$ cat src/rtl/id_ex_stage_reg_if.sv
// ID->EX pipeline bundle: decoded fields from ID (master side) and their
// registered copies presented to EX (slave side drives them).
interface id_ex_stage_reg_if #(
  parameter int DATA_W = 32,
  parameter int ADDR_W = 5,
  parameter int OP_W   = 8,
  parameter int SEL_W  = 3
);
  logic              id_valid;
  logic [OP_W-1:0]   id_aluop;
  logic [SEL_W-1:0]  id_alusel;
  logic [DATA_W-1:0] id_reg1;
  logic [DATA_W-1:0] id_reg2;
  logic [ADDR_W-1:0] id_wd;
  logic              id_wreg;
  logic [DATA_W-1:0] id_inst;
  logic [DATA_W-1:0] id_pc;
  logic              id_in_delayslot;
  logic              id_next_in_delayslot;

  logic              ex_valid;
  logic [OP_W-1:0]   ex_aluop;
  logic [SEL_W-1:0]  ex_alusel;
  logic [DATA_W-1:0] ex_reg1;
  logic [DATA_W-1:0] ex_reg2;
  logic [ADDR_W-1:0] ex_wd;
  logic              ex_wreg;
  logic [DATA_W-1:0] ex_inst;
  logic [DATA_W-1:0] ex_pc;
  logic              ex_in_delayslot;

  modport master (
    output id_valid, id_aluop, id_alusel, id_reg1, id_reg2, id_wd, id_wreg,
           id_inst, id_pc, id_in_delayslot, id_next_in_delayslot,
    input  ex_valid, ex_aluop, ex_alusel, ex_reg1, ex_reg2, ex_wd, ex_wreg,
           ex_inst, ex_pc, ex_in_delayslot
  );

  modport slave (
    input  id_valid, id_aluop, id_alusel, id_reg1, id_reg2, id_wd, id_wreg,
           id_inst, id_pc, id_in_delayslot, id_next_in_delayslot,
    output ex_valid, ex_aluop, ex_alusel, ex_reg1, ex_reg2, ex_wd, ex_wreg,
           ex_inst, ex_pc, ex_in_delayslot
  );
endinterface

$ cat src/rtl/id_ex_stage_reg.sv
// ID->EX pipeline register with flush, per-instruction valid, delay-slot
// tracking fed back to ID and a saturating count of inserted bubbles.
module id_ex_stage_reg #(
  parameter int NSTAGE    = 6,
  parameter int STAGE_IDX = 2,
  parameter int DATA_W    = 32,
  parameter int ADDR_W    = 5,
  parameter int OP_W      = 8,
  parameter int SEL_W     = 3,
  parameter int CNT_W     = 16
) (
  input  logic              clk,
  input  logic              rst,
  input  logic [NSTAGE-1:0] stall,
  input  logic              flush,
  id_ex_stage_reg_if.slave  bus,
  output logic              is_in_delayslot,
  output logic [CNT_W-1:0]  bubble_cnt
);

  typedef struct packed {
    logic              valid;
    logic [OP_W-1:0]   aluop;
    logic [SEL_W-1:0]  alusel;
    logic [DATA_W-1:0] reg1;
    logic [DATA_W-1:0] reg2;
    logic [ADDR_W-1:0] wd;
    logic              wreg;
    logic [DATA_W-1:0] inst;
    logic [DATA_W-1:0] pc;
    logic              in_delayslot;
  } ex_t;

  typedef enum logic [2:0] {
    ACT_RESET,
    ACT_FLUSH,
    ACT_BUBBLE,
    ACT_ADVANCE,
    ACT_HOLD
  } action_e;

  action_e          action;
  ex_t              id_pkt;
  ex_t              ex_q, ex_d;
  logic             ds_q, ds_d;
  logic [CNT_W-1:0] cnt_q, cnt_d;

  // A bubble is ID stalled while EX keeps running; only those two stall bits matter.
  always_comb begin
    action = ACT_HOLD;
    if (rst)
      action = ACT_RESET;
    else if (flush)
      action = ACT_FLUSH;
    else if (stall[STAGE_IDX] && !stall[STAGE_IDX+1])
      action = ACT_BUBBLE;
    else if (!stall[STAGE_IDX])
      action = ACT_ADVANCE;
  end

  always_comb begin
    id_pkt              = '0;
    id_pkt.valid        = 1'b1;
    id_pkt.aluop        = bus.id_aluop;
    id_pkt.alusel       = bus.id_alusel;
    id_pkt.reg1         = bus.id_reg1;
    id_pkt.reg2         = bus.id_reg2;
    id_pkt.wd           = bus.id_wd;
    id_pkt.wreg         = bus.id_wreg;
    id_pkt.inst         = bus.id_inst;
    id_pkt.pc           = bus.id_pc;
    id_pkt.in_delayslot = bus.id_in_delayslot;
  end

  // An invalid ID slot advances as an all-zero NOP so ex_wreg can never leak.
  always_comb begin
    ex_d  = ex_q;
    ds_d  = ds_q;
    cnt_d = cnt_q;
    unique case (action)
      ACT_RESET: begin
        ex_d  = '0;
        ds_d  = 1'b0;
        cnt_d = '0;
      end
      ACT_FLUSH: begin
        ex_d = '0;
        ds_d = 1'b0;
      end
      ACT_BUBBLE: begin
        ex_d = '0;
        if (cnt_q != {CNT_W{1'b1}})
          cnt_d = cnt_q + CNT_W'(1);
      end
      ACT_ADVANCE: begin
        ex_d = bus.id_valid ? id_pkt : '0;
        ds_d = bus.id_next_in_delayslot;
      end
      ACT_HOLD: begin
      end
      default: begin
      end
    endcase
  end

  always_ff @(posedge clk) begin
    ex_q  <= ex_d;
    ds_q  <= ds_d;
    cnt_q <= cnt_d;
  end

  assign bus.ex_valid        = ex_q.valid;
  assign bus.ex_aluop        = ex_q.aluop;
  assign bus.ex_alusel       = ex_q.alusel;
  assign bus.ex_reg1         = ex_q.reg1;
  assign bus.ex_reg2         = ex_q.reg2;
  assign bus.ex_wd           = ex_q.wd;
  assign bus.ex_wreg         = ex_q.wreg;
  assign bus.ex_inst         = ex_q.inst;
  assign bus.ex_pc           = ex_q.pc;
  assign bus.ex_in_delayslot = ex_q.in_delayslot;
  assign is_in_delayslot     = ds_q;
  assign bubble_cnt          = cnt_q;

endmodule

$ cat src/flat_wrapper.sv
// flat-port wrapper written by rule: the top's interface ports become plain ports
module id_ex_stage_reg_flat 
#(
  parameter int NSTAGE    = 6,
  parameter int STAGE_IDX = 2,
  parameter int DATA_W    = 32,
  parameter int ADDR_W    = 5,
  parameter int OP_W      = 8,
  parameter int SEL_W     = 3,
  parameter int CNT_W     = 16
)
  (clk, rst, stall, flush, is_in_delayslot, bubble_cnt, bus_id_valid, bus_id_aluop, bus_id_alusel, bus_id_reg1, bus_id_reg2, bus_id_wd, bus_id_wreg, bus_id_inst, bus_id_pc, bus_id_in_delayslot, bus_id_next_in_delayslot, bus_ex_valid, bus_ex_aluop, bus_ex_alusel, bus_ex_reg1, bus_ex_reg2, bus_ex_wd, bus_ex_wreg, bus_ex_inst, bus_ex_pc, bus_ex_in_delayslot);
  id_ex_stage_reg_if #(.DATA_W(DATA_W), .ADDR_W(ADDR_W), .OP_W(OP_W), .SEL_W(SEL_W)) bus_i ();
  input  logic clk;
  input  logic rst;
  input  logic [NSTAGE-1:0] stall;
  input  logic flush;
  output logic is_in_delayslot;
  output logic [CNT_W-1:0] bubble_cnt;
  input wire logic [$bits(bus_i.id_valid)-1:0] bus_id_valid;
  input wire logic [$bits(bus_i.id_aluop)-1:0] bus_id_aluop;
  input wire logic [$bits(bus_i.id_alusel)-1:0] bus_id_alusel;
  input wire logic [$bits(bus_i.id_reg1)-1:0] bus_id_reg1;
  input wire logic [$bits(bus_i.id_reg2)-1:0] bus_id_reg2;
  input wire logic [$bits(bus_i.id_wd)-1:0] bus_id_wd;
  input wire logic [$bits(bus_i.id_wreg)-1:0] bus_id_wreg;
  input wire logic [$bits(bus_i.id_inst)-1:0] bus_id_inst;
  input wire logic [$bits(bus_i.id_pc)-1:0] bus_id_pc;
  input wire logic [$bits(bus_i.id_in_delayslot)-1:0] bus_id_in_delayslot;
  input wire logic [$bits(bus_i.id_next_in_delayslot)-1:0] bus_id_next_in_delayslot;
  output wire logic [$bits(bus_i.ex_valid)-1:0] bus_ex_valid;
  output wire logic [$bits(bus_i.ex_aluop)-1:0] bus_ex_aluop;
  output wire logic [$bits(bus_i.ex_alusel)-1:0] bus_ex_alusel;
  output wire logic [$bits(bus_i.ex_reg1)-1:0] bus_ex_reg1;
  output wire logic [$bits(bus_i.ex_reg2)-1:0] bus_ex_reg2;
  output wire logic [$bits(bus_i.ex_wd)-1:0] bus_ex_wd;
  output wire logic [$bits(bus_i.ex_wreg)-1:0] bus_ex_wreg;
  output wire logic [$bits(bus_i.ex_inst)-1:0] bus_ex_inst;
  output wire logic [$bits(bus_i.ex_pc)-1:0] bus_ex_pc;
  output wire logic [$bits(bus_i.ex_in_delayslot)-1:0] bus_ex_in_delayslot;
  assign bus_i.id_valid = bus_id_valid;
  assign bus_i.id_aluop = bus_id_aluop;
  assign bus_i.id_alusel = bus_id_alusel;
  assign bus_i.id_reg1 = bus_id_reg1;
  assign bus_i.id_reg2 = bus_id_reg2;
  assign bus_i.id_wd = bus_id_wd;
  assign bus_i.id_wreg = bus_id_wreg;
  assign bus_i.id_inst = bus_id_inst;
  assign bus_i.id_pc = bus_id_pc;
  assign bus_i.id_in_delayslot = bus_id_in_delayslot;
  assign bus_i.id_next_in_delayslot = bus_id_next_in_delayslot;
  assign bus_ex_valid = bus_i.ex_valid;
  assign bus_ex_aluop = bus_i.ex_aluop;
  assign bus_ex_alusel = bus_i.ex_alusel;
  assign bus_ex_reg1 = bus_i.ex_reg1;
  assign bus_ex_reg2 = bus_i.ex_reg2;
  assign bus_ex_wd = bus_i.ex_wd;
  assign bus_ex_wreg = bus_i.ex_wreg;
  assign bus_ex_inst = bus_i.ex_inst;
  assign bus_ex_pc = bus_i.ex_pc;
  assign bus_ex_in_delayslot = bus_i.ex_in_delayslot;
  id_ex_stage_reg #(.NSTAGE(NSTAGE), .STAGE_IDX(STAGE_IDX), .DATA_W(DATA_W), .ADDR_W(ADDR_W), .OP_W(OP_W), .SEL_W(SEL_W), .CNT_W(CNT_W)) u_core (.clk(clk), .rst(rst), .stall(stall), .flush(flush), .bus(bus_i), .is_in_delayslot(is_in_delayslot), .bubble_cnt(bubble_cnt));
endmodule
$ cat config.mk
export PLATFORM = sky130hd
export DESIGN_NAME = id_ex_stage_reg_flat
export DESIGN_NICKNAME = d
export VERILOG_FILES = /design/src/rtl/id_ex_stage_reg_if.sv /design/src/rtl/id_ex_stage_reg.sv /design/src/flat_wrapper.sv
export SDC_FILE = /design/constraint.sdc
export NUM_CORES = 1
export LEC_CHECK = 0
export ABC_AREA = 1
export BUFFER_PORTS_ARGS = -buffer_cell sky130_fd_sc_hd__buf_2
export CAP_MARGIN = 20
export CORE_AREA = 2 2 126 128
export CTS_BUF_LIST = sky130_fd_sc_hd__clkbuf_8
export DETAILED_ROUTE_END_ITERATION = 6
export DIE_AREA = 0 0 128 130
export GPL_TIMING_DRIVEN = 0
export PLACE_DENSITY = 0.8
export SYNTH_ARGS = -nofsm -noshare
export SYNTH_HDL_FRONTEND = slang
export SYNTH_SLANG_ARGS = --single-unit
$ cat constraint.sdc
create_clock -name clk -period 7.5 [get_ports clk]
set_input_delay 0 -clock clk [delete_from_list [all_inputs] [get_ports clk]]
set_output_delay 0 -clock clk [all_outputs]
set_load 0.02 [all_outputs]
==> impl_metrics.toml <==
[grt]
grt_usage_pct = 24.7
antenna_found_initial = 0
grt_pass1_wl_um = 31000
grt_overflow = 0
grt_start_max_net_pins = 67
grt_pass1_vias = 6172

[route]
vias = 5875
drc_errors = 0
wirelength_um = 21100
routedWlPerCell_um = 16.5
ant_nets = 0
routed_via_density = 4.62
drt_iter0_markers = 260
firstDrtPassIters = 4

[logic_synthesis]
netlist.area_leader.share_pct = 65.3
synth_area_leaders = "edfxtp_1 (65%), nor2_4 (15%), inv_1 (8.1%)"
syn_area_sq_um = 7540
synthesis.nets = 737
seq_area_frac_synth_pct = 65.3
avgSynthCellArea_sq_um = 13.0
synth_ff_type = "edfxtp_1"
synth_edf_count = 164
yosys.area.top_type = "edfxtp_1"
yosys_register_bits = 164
syn-instance-count = 579
yosysUniqueCellTypes = 22
synthArstFlopShare_pct = 0
netlist_top_cells_count = "edfxtp_1 (164), inv_1 (162), nor2_4 (102)"
yosysMostFrequentCell = "edfxtp_1"
synth_warnings = 0

[clock_tree]
clk-insertion-delay-late_ns = 0.45
post-cts-setup-buffers = 0
cts_buffers = 17
clkTransAtPathRegs_ns = 0.09
cts.sinks = 164
h-tree-depth = 4
cts-hold-fix-buffers = 152
cts-root-buf = "clkbuf_8"
clockBufferDepth = 2
tritoncts = "done"
cts_resized = 0

[worst_setup_path]
startpoint_type = "primary input"
worst-r2r-cell-count = 6
crit_path_end = "u_core.bubble_cnt[10]$_SDFFCE_PP0P_"
crit_fanout = 16
crit_start = "flush"
cp_data_arrival_time_ns = 2.74
timing.rr.start = "u_core.bubble_cnt[0]$_SDFFCE_PP0P_"
worstReg2RegEnd = "u_core.bubble_cnt[10]$_SDFFCE_PP0P_"
crit_path_end_kind = "register"
ff2ff_setup_slack_ns = 5.34
crit_required_ns = 7.57
crit_type = "in -> reg"

[floorplan]
core_sq_um = 15400
die_x_um = 128
initial_core_util_pct = 48.9
io_pins = 321
die_h_um = 130
row_count = 46
dieArea_sq_um = 16600

[flow_run]
maxCapViolCount = 0

[worst_hold_path]
hold_depth = 4
hold_path.class = "in -> reg"

[sta]
rsz0062_at_grt = "false"
fmax_mhz = 375
hold_violations = 0
fin_tns_setup_ns = 0
skew_ns = 0.0177
worst_pin_slew_ns = 0.849
slew_headroom_pct = 43.4
min_period_ns = 2.67
hold-worst-slack_ns = 0.0829
slew_violations = 0
period_share_pct = 35.5
setup_viol = 0

[layout]
ff_latch_area_sq_um = 4920
multiInputGateArea_sq_um = 1750
syn_to_final_growth_pct = 50.7
num_antenna_cells = 0
fillerInstances = 915
layout.nets = 1226
finish.utilization_pct = 73.7
final_cells = 1273
drive_gt1_share_pct = 43.8

[place]
numPortBuffers = 316
placedCellCount = 1089
dpl.hpwl_um = 12300
place.gp.congestion = 0.841

[outcome]
outcome = "finished, final reports clean"

[power_and_ir_drop]
powerDensity_nw_per_um2 = 177
finalPower_mw = 2.02
p_leak_nw = 5.72
ir_drop_uv = 119
## how the worst min path moves through the flow
stage / to / slack, ns / from
6_report: u_core.bus.ex_inst[10]$_SDFFCE_PN0P_ / 0.08 / bus_id_valid
5_1_grt: u_core.bus.ex_wreg$_SDFFCE_PN0P_ / 0.09 / bus_id_valid
4_1_cts: u_core.bus.ex_inst[14]$_SDFFCE_PN0P_ / 0.05 / bus_id_valid
3_5_place_dp: u_core.bus.ex_inst[23]$_SDFFCE_PN0P_ / 0.30 / bus_id_inst[23]
3_3_place_gp: u_core.bus.ex_pc[30]$_SDFFCE_PN0P_ / 0.29 / bus_id_pc[30]
2_1_floorplan: u_core.is_in_delayslot$_DFFE_PP_ / 0.20 / stall[2]
## cells by family (layout without fill, tap and decap cells)
kind of cell	count (synthesis)	after routing	synth area share, %
adder cells (fa/ha/maj)	1	1	0.166
AND/OR/NAND/NOR	220	220	21.6
AO/OA/AOI/OAI	12	12	0.913
XOR/XNOR	2	2	0.232
buffers and inverters	180	682	11.7
flip-flops	164	164	65.3
## power breakdown
part | total [mW] | leakage [nW] | switching, mW | internal (mW)
clock | 0.672 | 0.207 | 0.340 | 0.332
sequential | 1.06 | 1.93 | 0.0157 | 1.04
combinational | 0.287 | 3.59 | 0.158 | 0.129
total | 2.02 | 5.72 | 0.513 | 1.50
## critical path: stages
cell           delay, ns
dlygate4sd3_1       0.54
buf_2               0.14
nor2_2              0.24
dlygate4sd3_1       0.62
nand2_1             0.12
nor2_4              0.22
inv_2               0.15
o21bai_2            0.71
## layout by cell type, fill, tap and decap left out
master and count:
nor2_4 102, clkinv_1 2, buf_6 4, inv_1 162, nand2_2 1, a21oi_1 5
o21bai_2 1, xor2_1 1, nand3_1 9, nor3_1 1, nand2_1 29, xnor2_1 1
clkbuf_8 17, bufinv_16 3, buf_12 11, buf_2 317, nor3b_1 2, nand4_1 3
edfxtp_1 164, inv_2 2, clkinv_2 2, nand3_4 1, inv_6 5, clkinvlp_4 1
dlygate4sd3_1 152, o21bai_1 2, nor2_2 3, o21ai_0 3, ha_1 1, buf_16 2
clkinv_4 2, nor2_1 69, a31oi_1 1
## per-layer routing
metal	vias up	track usage (%)	part of all wire, %
met5	-	0	0
met4	0	12.0	3.9
met3	63	6.93	7.1
met2	279	47.4	55
met1	2779	24.5	34
li1	2754	-	-
## cell type report
class | count | area share, %
buffer | 16 | 2.38
clock inverter | 15 | 1.55
multi-input combinational | 235 | 15.4
timing repair buffer | 470 | 27.8
clock buffer | 17 | 2.06
tap | 192 | 2.11
inverter | 164 | 5.42
sequential | 164 | 43.3
## sequential cells by signal, summed over array words and instances, names as in the netlist
register	cells
u_core.bus.ex_valid	1
u_core.bus.ex_reg1	32
u_core.bus.ex_wd	5
u_core.bus.ex_wreg	1
u_core.bus.ex_inst	32
u_core.bus.ex_in_delayslot	1
u_core.bus.ex_alusel	3
u_core.bubble_cnt	16
u_core.bus.ex_aluop	8
u_core.bus.ex_pc	32
u_core.bus.ex_reg2	32
u_core.is_in_delayslot	1
## stage by stage
step | worst slack (ns) | instance area [sq um]
3_3_place_gp | 0.355 | 9360
6_report | 4.83 | 11400
4_1_cts | 5.01 | 11400
5_1_grt | 4.76 | 11400
3_5_place_dp | 5.38 | 9430
2_1_floorplan | 2.43 | 7540
Power figures use the tool's default switching activity.
